$ cat src/rtl/led_pkg.sv
// Shared constants and types for the LED output path (blinker and fade/PWM stage).
package led_pkg;

  localparam int unsigned DEF_PWM_BITS = 8;
  // ~1 s full 0..255 ramp at 100 MHz; the blinker uses the same step period.
  localparam int unsigned DEF_STEP_DIV = 390625;

  typedef logic [DEF_PWM_BITS-1:0] led_level_t;

  function automatic int unsigned max_level(input int unsigned bits);
    return (32'd1 << bits) - 32'd1;
  endfunction

  localparam led_level_t MAX_LEVEL = led_level_t'(max_level(DEF_PWM_BITS));

endpackage

$ cat src/rtl/led_fade_channel.sv
// One LED channel: saturating up/down brightness level and PWM compare.
module led_fade_channel
  import led_pkg::*;
#(
  parameter int unsigned PWM_BITS = DEF_PWM_BITS
) (
  input  logic                clk,
  input  logic                sys_rstn,
  input  logic                i_tick,
  input  logic                i_req,
  input  logic [PWM_BITS-1:0] i_pwm_cnt,
  output logic                o_on
);

  localparam logic [PWM_BITS-1:0] LVL_MAX = PWM_BITS'(max_level(PWM_BITS));

  logic [PWM_BITS-1:0] r_level;
  logic [PWM_BITS-1:0] w_level_next;

  always_comb begin
    w_level_next = r_level;
    if (i_tick) begin
      if (i_req && (r_level != LVL_MAX)) begin
        w_level_next = r_level + PWM_BITS'(1);
      end else if (!i_req && (r_level != '0)) begin
        w_level_next = r_level - PWM_BITS'(1);
      end
    end
  end

  always_ff @(posedge clk or negedge sys_rstn) begin
    if (!sys_rstn) begin
      r_level <= '0;
    end else begin
      r_level <= w_level_next;
    end
  end

  // pwm_cnt never reaches LVL_MAX, so full level gives a constant-on output.
  assign o_on = (r_level > i_pwm_cnt);

endmodule

$ cat src/rtl/led_fade_pwm.sv
// LED output stage: per-channel linear fade in/out driven as PWM to the pins.
module led_fade_pwm
  import led_pkg::*;
#(
  parameter int unsigned N_LED    = 2,
  parameter int unsigned PWM_BITS = DEF_PWM_BITS,
  parameter int unsigned STEP_DIV = DEF_STEP_DIV
) (
  input  logic             clk,
  input  logic             sys_rstn,
  input  logic [N_LED-1:0] led_req,
  input  logic             enable,
  output logic [N_LED-1:0] led_out
);

  localparam int unsigned PRE_W = (STEP_DIV > 1) ? $clog2(STEP_DIV) : 1;
  localparam logic [PRE_W-1:0] PRE_LAST = PRE_W'(STEP_DIV - 1);
  localparam logic [PWM_BITS-1:0] PWM_LAST = PWM_BITS'(max_level(PWM_BITS) - 1);

  logic [PRE_W-1:0]    r_pre_cnt;
  logic [PRE_W-1:0]    w_pre_next;
  logic                w_step_tick;
  logic [PWM_BITS-1:0] r_pwm_cnt;
  logic [PWM_BITS-1:0] w_pwm_next;
  logic [N_LED-1:0]    w_on;
  logic [N_LED-1:0]    r_led_out;

  assign w_step_tick = (r_pre_cnt == PRE_LAST);

  always_comb begin
    w_pre_next = r_pre_cnt + PRE_W'(1);
    if (w_step_tick) begin
      w_pre_next = '0;
    end
    // Period is MAX_LEVEL cycles so that level k gives exactly k high cycles.
    w_pwm_next = r_pwm_cnt + PWM_BITS'(1);
    if (r_pwm_cnt == PWM_LAST) begin
      w_pwm_next = '0;
    end
  end

  always_ff @(posedge clk or negedge sys_rstn) begin
    if (!sys_rstn) begin
      r_pre_cnt <= '0;
      r_pwm_cnt <= '0;
      r_led_out <= '0;
    end else begin
      r_pre_cnt <= w_pre_next;
      r_pwm_cnt <= w_pwm_next;
      r_led_out <= {N_LED{enable}} & w_on;
    end
  end

  for (genvar g = 0; g < N_LED; g++) begin : g_ch
    led_fade_channel #(
      .PWM_BITS(PWM_BITS)
    ) u_ch (
      .clk      (clk),
      .sys_rstn (sys_rstn),
      .i_tick   (w_step_tick),
      .i_req    (led_req[g]),
      .i_pwm_cnt(r_pwm_cnt),
      .o_on     (w_on[g])
    );
  end

  assign led_out = r_led_out;

endmodule

$ cat config.mk
export PLATFORM = sky130hd
export DESIGN_NAME = led_fade_pwm
export DESIGN_NICKNAME = d
export VERILOG_FILES = /design/src/rtl/led_pkg.sv /design/src/rtl/led_fade_channel.sv /design/src/rtl/led_fade_pwm.sv
export SDC_FILE = /design/constraint.sdc
export NUM_CORES = 1
export LEC_CHECK = 0
export BUFFER_PORTS_ARGS = -buffer_cell sky130_fd_sc_hd__buf_2
export CAP_MARGIN = 10
export CORE_UTILIZATION = 63
export DETAILED_ROUTE_END_ITERATION = 8
export PLACE_DENSITY = 0.86
export SYNTH_ARGS = -nofsm -noshare
export SYNTH_HDL_FRONTEND = slang
export SYNTH_HIERARCHICAL = 1
export SYNTH_SLANG_ARGS = --single-unit
$ cat constraint.sdc
create_clock -name clk -period 3.4 [get_ports clk]
set_input_delay 0.17 -clock clk [delete_from_list [all_inputs] [get_ports clk]]
set_output_delay 0.17 -clock clk [all_outputs]
set_load 0.05 [all_outputs]
==> out/results.tsv, run 1 <==
metric	value	unit
status	finished, final reports clean	
number of nets in the layout	358	
clock tree sinks	45	
Worst Setup End Kind	flip-flop	
reg-to-reg slack, setup	0.65	ns
Pre-Repair DR Iteration Count	4	
type of the tightest min-delay check	primary input to asynchronous set/reset pin	
maximum number of pins on one net before global-route repair	46	
sequential fraction of the synthesis area	36.9	%
worst setup path category	flip-flop to flip-flop	
CTS max path bufs	2	
total of cells resized after clock tree synthesis	0	
clk_skew	0.00408	ns
setup violation total in the final timing report	0	
largest family of logic cells by synthesized area	simple AND/OR/NAND/NOR gates	
Reg power frac	58.6	%
Root Buffer Master	sky130_fd_sc_hd__clkbuf_8	
cell area after synthesis	3050	sq um
post-CTS setup buffer count	0	
global-route congestion overflow total	0	
die height	71.6	um
warning count from the yosys run	6	
Final Cycle Share	80.8	%
asr flop ratio synth	100	%
width of the die	71.6	um
clock-pin slew on the worst setup and hold paths	0.08	ns
mean instance size in the synthesized netlist	9.96	sq um
count of distinct cell types in the synthesized netlist	44	
Fmax achieved	0.364	GHz
Worst Reg-to-Reg Cells	9	
proportion of power drawn by the clock network	35.3	%
drt wl/cell	15.3	um
final weighted congestion of routability-driven global placement	0.865	
number of vias in the routed layout	2232	
Post-Synth XOR/XNOR Area	9.48	%
die footprint	5120	sq um
WL final	5690	um
wire length of the first global-routing pass	9930	um
synthesis-to-layout area growth	5.83	%
Synth Area in Adders	14.4	%
number of enable-type register cells in the synthesized netlist	0	
H-Tree Depth	2	
switching power as a share of total power	24.0	%
slew at the pin closest to its max-slew limit	0.994	ns
Syn Nets	345	
switching power of the nets	221	uW
row count	24	
Gate Count Post-Synth	306	
end of the worst register-to-register path	g_ch[0].u_ch/r_level[7]$_DFFE_PN0P_	
share of synthesized cell area in and, or, nand and nor gates	18.1	%
IR Drop Worst-Case VDD	266	uV
final worst path period need	2.75	ns
TritonCTS buffer count	5	
vias in the first global route	2227	
starting utilization of the core area	67.7	%
compound-cell area share of the yosys netlist	10.6	%
multiplexer fraction of the synthesized cell area	6.65	%
unrepaired setup endpoints after global routing	false	
Int Pwr	699	uW
sort of element at the start of the critical path	flip-flop	
hold violation total from the final report	0	
Most used DFF post-synth	sky130_fd_sc_hd__dfrtp_1	
leakage power of the design	1.57	nW
Gate power share	6.1	%
initial antenna violation count	0	
clock tree from TritonCTS	done	
core area	4500	sq um
number of design rule violations left after detail routing	0	
Via density	6.00	
worst slew slack as a fraction of its limit	33.7	%
drt initial violations	139	
number of port buffers	6	
I/O pin count	7	
Post-DP Area	3140	sq um
maximum fanout along the worst path	7	
half-perimeter wire length after placement	4240	um
share of cells above drive strength 1	12.8	%
number of hold buffers added after cts	0	
GRT Total Usage	24.8	%
RR Startpoint	g_ch[0].u_ch/r_level[0]$_DFFE_PN0P_	
count of maximum capacitance violations	0	
total power per unit cell area	285	nW/um^2
data arrival time at the worst-slack endpoint	2.93	ns
CP Data Required Time	3.58	ns
Skew-Pair Late Insertion Delay	0.30	ns
post-route cell area	3230	sq um
flops & latches, synth	45	
count of antenna diodes in the layout	0	
Slew Limit Fails	0	
final antenna-violating net count	0	
post-route setup TNS	0	ns
utilization after layout	71.6	%
-- sequential cells by signal (all words and copies together), names as in the netlist --
register / cells
led_out: 2
g_ch.u_ch/r_level: 16
r_pre_cnt: 19
r_pwm_cnt: 8
-- worst max-delay path, stage by stage (launching register included) --
cell                       delay [ns]
sky130_fd_sc_hd__dfrtp_1         0.49
sky130_fd_sc_hd__nand4_1         0.12
sky130_fd_sc_hd__o21ai_0         0.35
sky130_fd_sc_hd__buf_4           0.23
sky130_fd_sc_hd__ha_1            0.25
sky130_fd_sc_hd__a211oi_1        0.32
sky130_fd_sc_hd__nor3_1          0.10
sky130_fd_sc_hd__a211oi_1        0.26
sky130_fd_sc_hd__mux2_2          0.39
sky130_fd_sc_hd__xor2_1          0.14
-- per-stage QoR --
stage / setup slack, ns / power (mW) / cells / hold WS [ns]
2_1_floorplan: 0.630 / 0.583 / 306 / -0.126
3_3_place_gp: 0.802 / 0.604 / 364 / 0.380
3_5_place_dp: 0.679 / 0.607 / 364 / 0.387
4_1_cts: 0.648 / 0.929 / 372 / 0.0581
5_1_grt: 0.509 / 0.956 / 372 / 0.107
6_report: 0.651 / 0.920 / 372 / 0.0273
-- synthesized netlist by cell type, drive strengths merged, types with 2 or more instances --
cell type / n / area share [%]
a211oi: 4 / 0.99
a21o: 7 / 1.8
a21oi: 17 / 2.8
a31oi: 3 / 0.62
and2: 2 / 0.41
and3: 3 / 0.62
and4: 5 / 1.5
dfrtp: 45 / 37
fa: 2 / 1.3
ha: 32 / 13
inv: 27 / 3.3
mux2: 14 / 6.7
nand2: 15 / 2.3
nand3: 13 / 2.1
nand4: 10 / 2.1
nor2: 31 / 4.2
nor2b: 3 / 0.62
nor3: 5 / 0.82
nor4: 4 / 0.82
o211ai: 2 / 0.49
o21ai: 9 / 1.7
o21bai: 2 / 0.49
or4: 7 / 1.8
xnor2: 22 / 6.3
xor2: 11 / 3.2
-- cells in the final DEF, fill, tap and decap left out, drive strengths merged, types with 2 or more instances in the layout --
master,Yosys,final
nor4,4,4
nand4,10,10
o21bai,2,2
xor2,11,11
o211ai,2,2
a31oi,3,3
o21ai,9,9
clkinv,0,2
a21oi,17,17
a211oi,4,4
and4,5,5
mux2,14,14
inv,27,27
or4,7,7
dfrtp,45,45
xnor2,22,22
and2,2,2
nor2b,3,3
fa,2,2
clkbuf,1,6
a21o,7,7
nor2,31,31
ha,32,32
nor3,5,5
and3,3,3
nand2,15,15
buf,1,8
nand3,13,13
-- power by group through the flow --
stage / Combinational, mW / Clock (mW) / Sequential, mW
6_report: 0.0560 / 0.325 / 0.539
5_1_grt: 0.0632 / 0.353 / 0.539
4_1_cts: 0.0570 / 0.333 / 0.539
3_5_place_dp: 0.0569 / 0 / 0.550
3_3_place_gp: 0.0548 / 0 / 0.550
2_1_floorplan: 0.0292 / 0 / 0.554
-- logic make-up after synthesis --
logic type      count (synthesis)
fa+ha+maj                      34
simple gates                  101
mux                            14
flops                          45
xor+xnor                       33
buf+inv                        29
compound gates                 50
-- worst max path at each step --
stage          slack (ns)  cells after the start                                  end                           startpoint
3_3_place_gp         0.80                      9  g_ch[0].u_ch/r_level[7]$_DFFE_PN0P_  g_ch[0].u_ch/r_level[0]$_DFFE_PN0P_
5_1_grt              0.51                      9  g_ch[0].u_ch/r_level[7]$_DFFE_PN0P_  g_ch[0].u_ch/r_level[0]$_DFFE_PN0P_
3_5_place_dp         0.68                      9  g_ch[0].u_ch/r_level[7]$_DFFE_PN0P_  g_ch[0].u_ch/r_level[0]$_DFFE_PN0P_
6_report             0.65                      9  g_ch[0].u_ch/r_level[7]$_DFFE_PN0P_  g_ch[0].u_ch/r_level[0]$_DFFE_PN0P_
4_1_cts              0.65                      9  g_ch[0].u_ch/r_level[7]$_DFFE_PN0P_  g_ch[0].u_ch/r_level[0]$_DFFE_PN0P_
2_1_floorplan        0.63                      8  g_ch[0].u_ch/r_level[7]$_DFFE_PN0P_  g_ch[0].u_ch/r_level[0]$_DFFE_PN0P_
-- layout make-up --
cell class | instances | area (sq um)
fill | 345 | 1280
sequential | 45 | 1130
clock buffer | 6 | 72.6
tap | 52 | 65.1
clock inverter | 2 | 10.0
inverter | 27 | 101
timing repair buffer | 8 | 45.0
multi-input combinational | 232 | 1810
-- routing by layer --
metal	up-vias	part of all wire (%)	track usage, %	wire length (um)
li1	1124	-	-	-
met1	1076	47	32.2	2680
met2	28	49	42.6	2820
met3	4	2.6	4.64	149
met4	0	0.74	7.19	42
met5	-	0	0	0
(Power assumes the default switching activity.)
==> inputs of run 2 (changes only) <==
==> constraint.sdc (replaced) <==
create_clock -name clk -period 2.74 [get_ports clk]
set_input_delay 0.137 -clock clk [delete_from_list [all_inputs] [get_ports clk]]
set_output_delay 0.137 -clock clk [all_outputs]
set_load 0.05 [all_outputs]
==> run 2 against run 1 <==
The run now ends with negative hold slack left. Sequential cell count unchanged. Worst setup slack worse by 0.43 ns. Largest cell class unchanged. First-iteration DRC count down 39%. Global-route usage down 1.3 points. Largest power group unchanged. Wire length down 3.6%. Worst hold slack worse by 0.042 ns.
==> out/results.tsv, run 2 (synthesized netlist as in run 1, its figures left out) <==
metric	value	unit
status	complete, but fails checks	
violations in the final reports	negative hold slack	
worst setup path category	flip-flop to flip-flop	
Pre-Repair DR Iteration Count	4	
Slew Limit Fails	0	
placed cell count	367	
width of the die	71.6	um
hold violation total from the final report	24	
CTS max path bufs	2	
post-route cell area	3300	sq um
number of nets in the layout	361	
most common library cell in the layout ignoring fill and taps	sky130_fd_sc_hd__dfrtp_1	
type of the tightest min-delay check	primary input to asynchronous set/reset pin	
drt initial violations	85	
Via density	6.03	
final antenna-violating net count	0	
final weighted congestion of routability-driven global placement	0.858	
count of antenna diodes in the layout	0	
biggest regs	r_pre_cnt (19), g_ch.u_ch/r_level (16), r_pwm_cnt (8)	
share of cells above drive strength 1	14.6	%
final worst setup slack	0.217	ns
data arrival time at the worst-slack endpoint	2.71	ns
number of port buffers	6	
register with the most flip-flops	r_pre_cnt	
initial antenna violation count	0	
Post-DP Area	3170	sq um
global-route congestion overflow total	0	
GRT Total Usage	23.5	%
Worst path slowest cell	sky130_fd_sc_hd__dfrtp_1	
Skew-Pair Late Insertion Delay	0.30	ns
die height	71.6	um
number of design rule violations left after detail routing	0	
crit-path max cell delay	0.47	ns
sort of element at the start of the critical path	flip-flop	
maximum fanout along the worst path	6	
clock tree from TritonCTS	done	
Worst Setup End Kind	flip-flop	
Root Buffer Master	sky130_fd_sc_hd__clkbuf_8	
number of flip-flops under the largest register name	19	
clk_skew	0.00432	ns
most frequent cells in the layout	sky130_fd_sc_hd__dfrtp_1, sky130_fd_sc_hd__ha_1, sky130_fd_sc_hd__nor2_1	
starting utilization of the core area	67.7	%
final worst path period need	2.52	ns
number of vias in the routed layout	2263	
vias in the first global route	2217	
TritonCTS buffer count	5	
CP Data Required Time	2.93	ns
count of maximum capacitance violations	0	
post-route setup TNS	0	ns
H-Tree Depth	2	
Final Cycle Share	92.1	%
clock-pin slew on the worst setup and hold paths	0.08	ns
drt wl/cell	14.6	um
setup violation total in the final timing report	0	
total power per unit cell area	403	nW/um^2
half-perimeter wire length after placement	4130	um
I/O pin count	7	
worst hold margin	-0.0142	ns
Post-Place Worst Slack	0.191	ns
cell breakdown of the critical path	nand4_1, o21ai_1, buf_4, ha_1, o21ai_0, nor3_1, a211oi_1, mux2_2, xor2_1	
leakage power of the design	1.61	nW
Fmax achieved	0.396	GHz
non-filler cells in the finished layout	375	
WL final	5490	um
IR Drop Worst-Case VDD	244	uV
unrepaired setup endpoints after global routing	false	
synthesis-to-layout area growth	8.42	%
clock tree sinks	45	
row count	24	
worst slew slack as a fraction of its limit	35.1	%
number of hold buffers added after cts	0	
wire length of the first global-routing pass	9530	um
slew at the pin closest to its max-slew limit	0.973	ns
core area	4500	sq um
maximum number of pins on one net before global-route repair	46	
die footprint	5120	sq um
## run 2: changes by cell type in the layout (fill, tap and decap cells not counted)
| cell | previous run | this run |
|---|---|---|
| sky130_fd_sc_hd__dfrtp_2 | 0 | 1 |
| sky130_fd_sc_hd__dfrtp_1 | 45 | 44 |
| sky130_fd_sc_hd__o21ai_0 | 7 | 5 |
| sky130_fd_sc_hd__o21ai_1 | 0 | 1 |
| sky130_fd_sc_hd__o21ai_2 | 2 | 3 |
| sky130_fd_sc_hd__clkinv_2 | 2 | 1 |
| sky130_fd_sc_hd__bufinv_16 | 0 | 2 |
| sky130_fd_sc_hd__buf_4 | 2 | 5 |
| sky130_fd_sc_hd__clkbuf_1 | 1 | 0 |
## run 2: worst paths after layout
check | cells after the start | slack (ns) | startpoint | to
setup / recovery | 9 | 0.22 | g_ch[1].u_ch/r_level[1]$_DFFE_PN0P_ | g_ch[1].u_ch/r_level[7]$_DFFE_PN0P_
hold / removal | 1 | -0.01 | sys_rstn | r_pre_cnt[2]$_DFF_PN0_
setup reg to reg | 9 | 0.22 | g_ch[1].u_ch/r_level[1]$_DFFE_PN0P_ | g_ch[1].u_ch/r_level[7]$_DFFE_PN0P_
hold reg to reg | 1 | 0.51 | r_pre_cnt[17]$_DFF_PN0_ | r_pre_cnt[17]$_DFF_PN0_
max in group asynchronous | 1 | 2.09 | sys_rstn | g_ch[1].u_ch/r_level[0]$_DFFE_PN0P_
min in group clk | 2 | 0.09 | enable | led_out[0]$_DFF_PN0_
## run 2: repair_timing
action	in CTS	in global routing
resized for setup	0	2
buffers inserted	0	0
endpoints found under the setup margin	0	2
## run 2: layout make-up
| type | instances | area [sq um] |
|---|---|---|
| clock buffer | 5 | 68.8 |
| timing repair buffer | 11 | 67.6 |
| clock inverter | 3 | 65.1 |
| sequential | 45 | 1130 |
| inverter | 27 | 101 |
| fill | 319 | 1200 |
| multi-input combinational | 232 | 1810 |
| tap | 52 | 65.1 |
## run 2: worst max-delay path, delay by kind of cell, from the launching register on
kind	cells	cell delay, ns
mux	1	0.38
simple gates	2	0.23
xor+xnor	1	0.14
buf+inv	1	0.18
compound gates	3	0.74
fa+ha+maj	1	0.27
flops	1	0.47
## run 2: metal layers
| metal | GRT usage [%] | up-vias | wire length (um) | part of all wire [%] |
|---|---|---|---|---|
| li1 | - | 1128 | - | - |
| met1 | 31.5 | 1089 | 2690 | 49 |
| met2 | 38.6 | 35 | 2550 | 46 |
| met3 | 4.36 | 11 | 149 | 2.7 |
| met4 | 8.06 | 0 | 99 | 1.8 |
| met5 | 0 | - | 0 | 0 |
## run 2: where the power goes
group	internal (mW)	switching [mW]
clock network	0.362	0.232
logic	0.0245	0.0455
registers	0.666	0.00266
total	1.05	0.280
## run 2: stage by stage
step / utilization (%) / hold WS (ns) / power [mW]
after floorplan: - / -0.159 / 0.724
after global placement: 70.3 / 0.350 / 0.751
after detailed placement: 70.3 / 0.354 / 0.753
after CTS: 73.3 / 0.0169 / 1.35
after global routing: 73.4 / 0.0809 / 1.38
final: 73.4 / -0.0142 / 1.33
==> inputs of run 3 (changes only) <==
--- a/config.mk
+++ b/config.mk
@@ -9,8 +9,8 @@
 export CAP_MARGIN = 10
 export CORE_UTILIZATION = 63
 export DETAILED_ROUTE_END_ITERATION = 8
+export GPL_ROUTABILITY_DRIVEN = 0
 export PLACE_DENSITY = 0.86
 export SYNTH_ARGS = -nofsm -noshare
 export SYNTH_HDL_FRONTEND = slang
-export SYNTH_HIERARCHICAL = 1
 export SYNTH_SLANG_ARGS = --single-unit
==> run 3 against run 2 <==
The run still ends with negative hold slack left. Critical endpoint is now g_ch[1].u_ch.r_level[7]$_DFFE_PN0P_. Final cell count shrank 2.7%. Via count down 4.0%. Largest cell class unchanged. Worst setup slack better by 0.074 ns. Clock power down 26%. Maximum frequency increased by 3.0%. Sequential power shrank 0.7%. Non-clock buffer count fell by 3. Utilization down 2.9 points. Die area fell by 4.5%.
==> out/results.tsv, run 3 <==
metric	value	unit
status	complete, but fails checks	
violations in the final reports	negative hold slack	
Slew Limit Fails	0	
reg-to-reg slack, setup	0.29	ns
sequential fraction of the synthesis area	38.7	%
biggest regs	r_pre_cnt (19), g_ch.u_ch.r_level (16), r_pwm_cnt (8)	
most frequent cells in the layout	sky130_fd_sc_hd__dfrtp_1, sky130_fd_sc_hd__ha_1, sky130_fd_sc_hd__nor2_1	
number of hold buffers added after cts	0	
initial antenna violation count	0	
Final Cycle Share	89.4	%
setup violation total in the final timing report	0	
Syn Nets	339	
clock-pin slew on the worst setup and hold paths	0.10	ns
most numerous cell types in the synthesized netlist	sky130_fd_sc_hd__dfrtp_1, sky130_fd_sc_hd__ha_1, sky130_fd_sc_hd__nor2_1	
number of vias in the routed layout	2173	
share of cells above drive strength 1	8.63	%
maximum fanout along the worst path	9	
Fmax achieved	0.408	GHz
cell taking the most area after synthesis	sky130_fd_sc_hd__dfrtp_1	
WL final	5360	um
leakage power of the design	1.45	nW
worst slew slack as a fraction of its limit	32.0	%
critical path endpoint	g_ch[1].u_ch.r_level[7]$_DFFE_PN0P_	
proportion of power drawn by the clock network	38.1	%
width of the die	69.9	um
wire length of the first global-routing pass	9380	um
die footprint	4890	sq um
core area	4380	sq um
Root Buffer Master	sky130_fd_sc_hd__clkbuf_8	
half-perimeter wire length after placement	4010	um
post-route setup TNS	0	ns
drt wl/cell	14.7	um
IR Drop Worst-Case VDD	266	uV
clock tree sinks	45	
die height	69.9	um
H-Tree Depth	2	
unrepaired setup endpoints after global routing	false	
asr flop ratio synth	100	%
mean instance size in the synthesized netlist	9.69	sq um
clk_skew	0.0156	ns
drt initial violations	179	
count of distinct cell types in the synthesized netlist	39	
Fill cells	317	
Pre-Repair DR Iteration Count	4	
maximum number of pins on one net before global-route repair	46	
final worst path period need	2.45	ns
most common cell in the netlist	sky130_fd_sc_hd__dfrtp_1	
warning count from the yosys run	0	
synthesis-to-layout area growth	6.28	%
Gate power share	4.3	%
global-route congestion overflow total	0	
Gate Count Post-Synth	300	
number of port buffers	6	
register with the most flip-flops	r_pre_cnt	
GRT Total Usage	23.8	%
switching power of the nets	288	uW
type of the tightest min-delay check	primary input to asynchronous set/reset pin	
hold violation total from the final report	45	
number of design rule violations left after detail routing	0	
CP Data Required Time	2.98	ns
Worst Setup End Kind	flip-flop	
RR Startpoint	g_ch[1].u_ch.r_level[0]$_DFFE_PN0P_	
count of maximum capacitance violations	0	
Reg power frac	57.6	%
number of flip-flops under the largest register name	19	
total of cells resized after clock tree synthesis	0	
critical path startpoint	g_ch[1].u_ch.r_level[0]$_DFFE_PN0P_	
sort of element at the start of the critical path	flip-flop	
Post-DP Area	3000	sq um
top cells by area, synth	sky130_fd_sc_hd__dfrtp_1, sky130_fd_sc_hd__ha_1, sky130_fd_sc_hd__xnor2_1, sky130_fd_sc_hd__xor2_1, sky130_fd_sc_hd__nor2_1	
count of antenna diodes in the layout	0	
cell area after synthesis	2910	sq um
starting utilization of the core area	66.3	%
post-route cell area	3090	sq um
row count	24	
area share of the leading cell type in the synthesized netlist	38.7	%
worst hold margin	-0.0277	ns
clock tree from TritonCTS	done	
TritonCTS buffer count	5	
Int Pwr	863	uW
I/O pin count	7	
final antenna-violating net count	0	
post-CTS setup buffer count	0	
Via density	5.95	
most common library cell in the layout ignoring fill and taps	sky130_fd_sc_hd__dfrtp_1	
Worst Reg-to-Reg Cells	9	
flops & latches, synth	45	
data arrival time at the worst-slack endpoint	2.68	ns
met3 WL post-DR	134	um
number of nets in the layout	351	
highest routed metal layer	met4	
Skew-Pair Late Insertion Delay	0.32	ns
detailed-routed wire length on met2	2530	um
Most used DFF post-synth	sky130_fd_sc_hd__dfrtp_1	
vias in the first global route	2150	
worst setup path category	flip-flop to flip-flop	
CTS max path bufs	2	
switching power as a share of total power	25.0	%
end of the worst register-to-register path	g_ch[1].u_ch.r_level[7]$_DFFE_PN0P_	
total routed wire length on the met1 layer	2640	um
number of enable-type register cells in the synthesized netlist	0	
slew at the pin closest to its max-slew limit	1.02	ns
total power per unit cell area	373	nW/um^2
-- run 3: cell types whose count changed after synthesis, sizes merged, moves of 5 or more --
cell   before  now
o21ai       9   19
nor2       31   24
mux2       14    4
and4        5    0
or4         7    0
inv        27   19
o21a        0    6
-- run 3: area by class of cell --
class	instances	area (sq um)	share of cell area (%)
inverters	19	71.3	2.31
clock inverters	3	25.0	0.810
clock buffers	5	68.8	2.23
flip-flops and latches	45	1130	36.4
multi-input cells	233	1690	54.7
repair buffers	8	45.0	1.46
well taps	52	65.1	2.11
-- run 3: critical path, cell delays in order (launching register included) --
cell and delay [ns]:
sky130_fd_sc_hd__dfrtp_1 0.51, sky130_fd_sc_hd__nand4_1 0.12, sky130_fd_sc_hd__o21a_1 0.22, sky130_fd_sc_hd__inv_1 0.24
sky130_fd_sc_hd__ha_1 0.27, sky130_fd_sc_hd__o21ai_0 0.12, sky130_fd_sc_hd__or3_1 0.38, sky130_fd_sc_hd__a31o_2 0.25
sky130_fd_sc_hd__a21oi_2 0.12, sky130_fd_sc_hd__xor2_1 0.16
-- run 3: power by group through the flow --
stage / combinational (mW) / clock (mW) / sequential [mW]
2_1_floorplan: 0.0263 / 0 / 0.677
3_3_place_gp: 0.0480 / 0 / 0.677
3_5_place_dp: 0.0502 / 0 / 0.677
4_1_cts: 0.0502 / 0.446 / 0.664
5_1_grt: 0.0568 / 0.466 / 0.664
6_report: 0.0490 / 0.439 / 0.664
-- run 3: worst min path at each step --
stage	endpoint	slack [ns]
after floorplan	g_ch[0].u_ch.r_level[0]$_DFFE_PN0P_	-0.16
after global placement	g_ch[0].u_ch.r_level[7]$_DFFE_PN0P_	0.35
after detailed placement	g_ch[0].u_ch.r_level[6]$_DFFE_PN0P_	0.35
after CTS	r_pre_cnt[0]$_DFF_PN0_	0.01
after global routing	r_pre_cnt[0]$_DFF_PN0_	0.07
final	g_ch[0].u_ch.r_level[0]$_DFFE_PN0P_	-0.03
-- run 3: cell families (layout without fill, tap and decap cells) --
group                    Yosys count  in the layout  synth area share (%)
buffers and inverters             22             35                  3.18
AND/OR/NAND/NOR                  101            101                  18.2
adder cells (fa/ha/maj)           34             34                  15.1
XOR/XNOR                          32             32                  9.64
AO/OA/AOI/OAI                     62             62                  13.3
flip-flops                        45             45                  38.7
multiplexers                       4              4                  1.81
-- run 3: per-layer routing --
metal	vias up	track usage, %
met5	-	0
met4	0	6.44
met3	6	4.33
met2	26	41.3
met1	1052	30.6
li1	1089	-
-- run 3: metrics by stage --
| stage | hold slack [ns] | total power, mW | cells | utilization, % | worst slack, ns |
|---|---|---|---|---|---|
| after floorplan | -0.159 | 0.703 | 300 | - | 0.492 |
| after global placement | 0.347 | 0.725 | 357 | 68.4 | 0.404 |
| after detailed placement | 0.353 | 0.727 | 357 | 68.4 | 0.315 |
| after CTS | 0.0119 | 1.16 | 365 | 70.5 | 0.296 |
| after global routing | 0.0728 | 1.19 | 365 | 70.5 | 0.116 |
| final | -0.0277 | 1.15 | 365 | 70.5 | 0.292 |
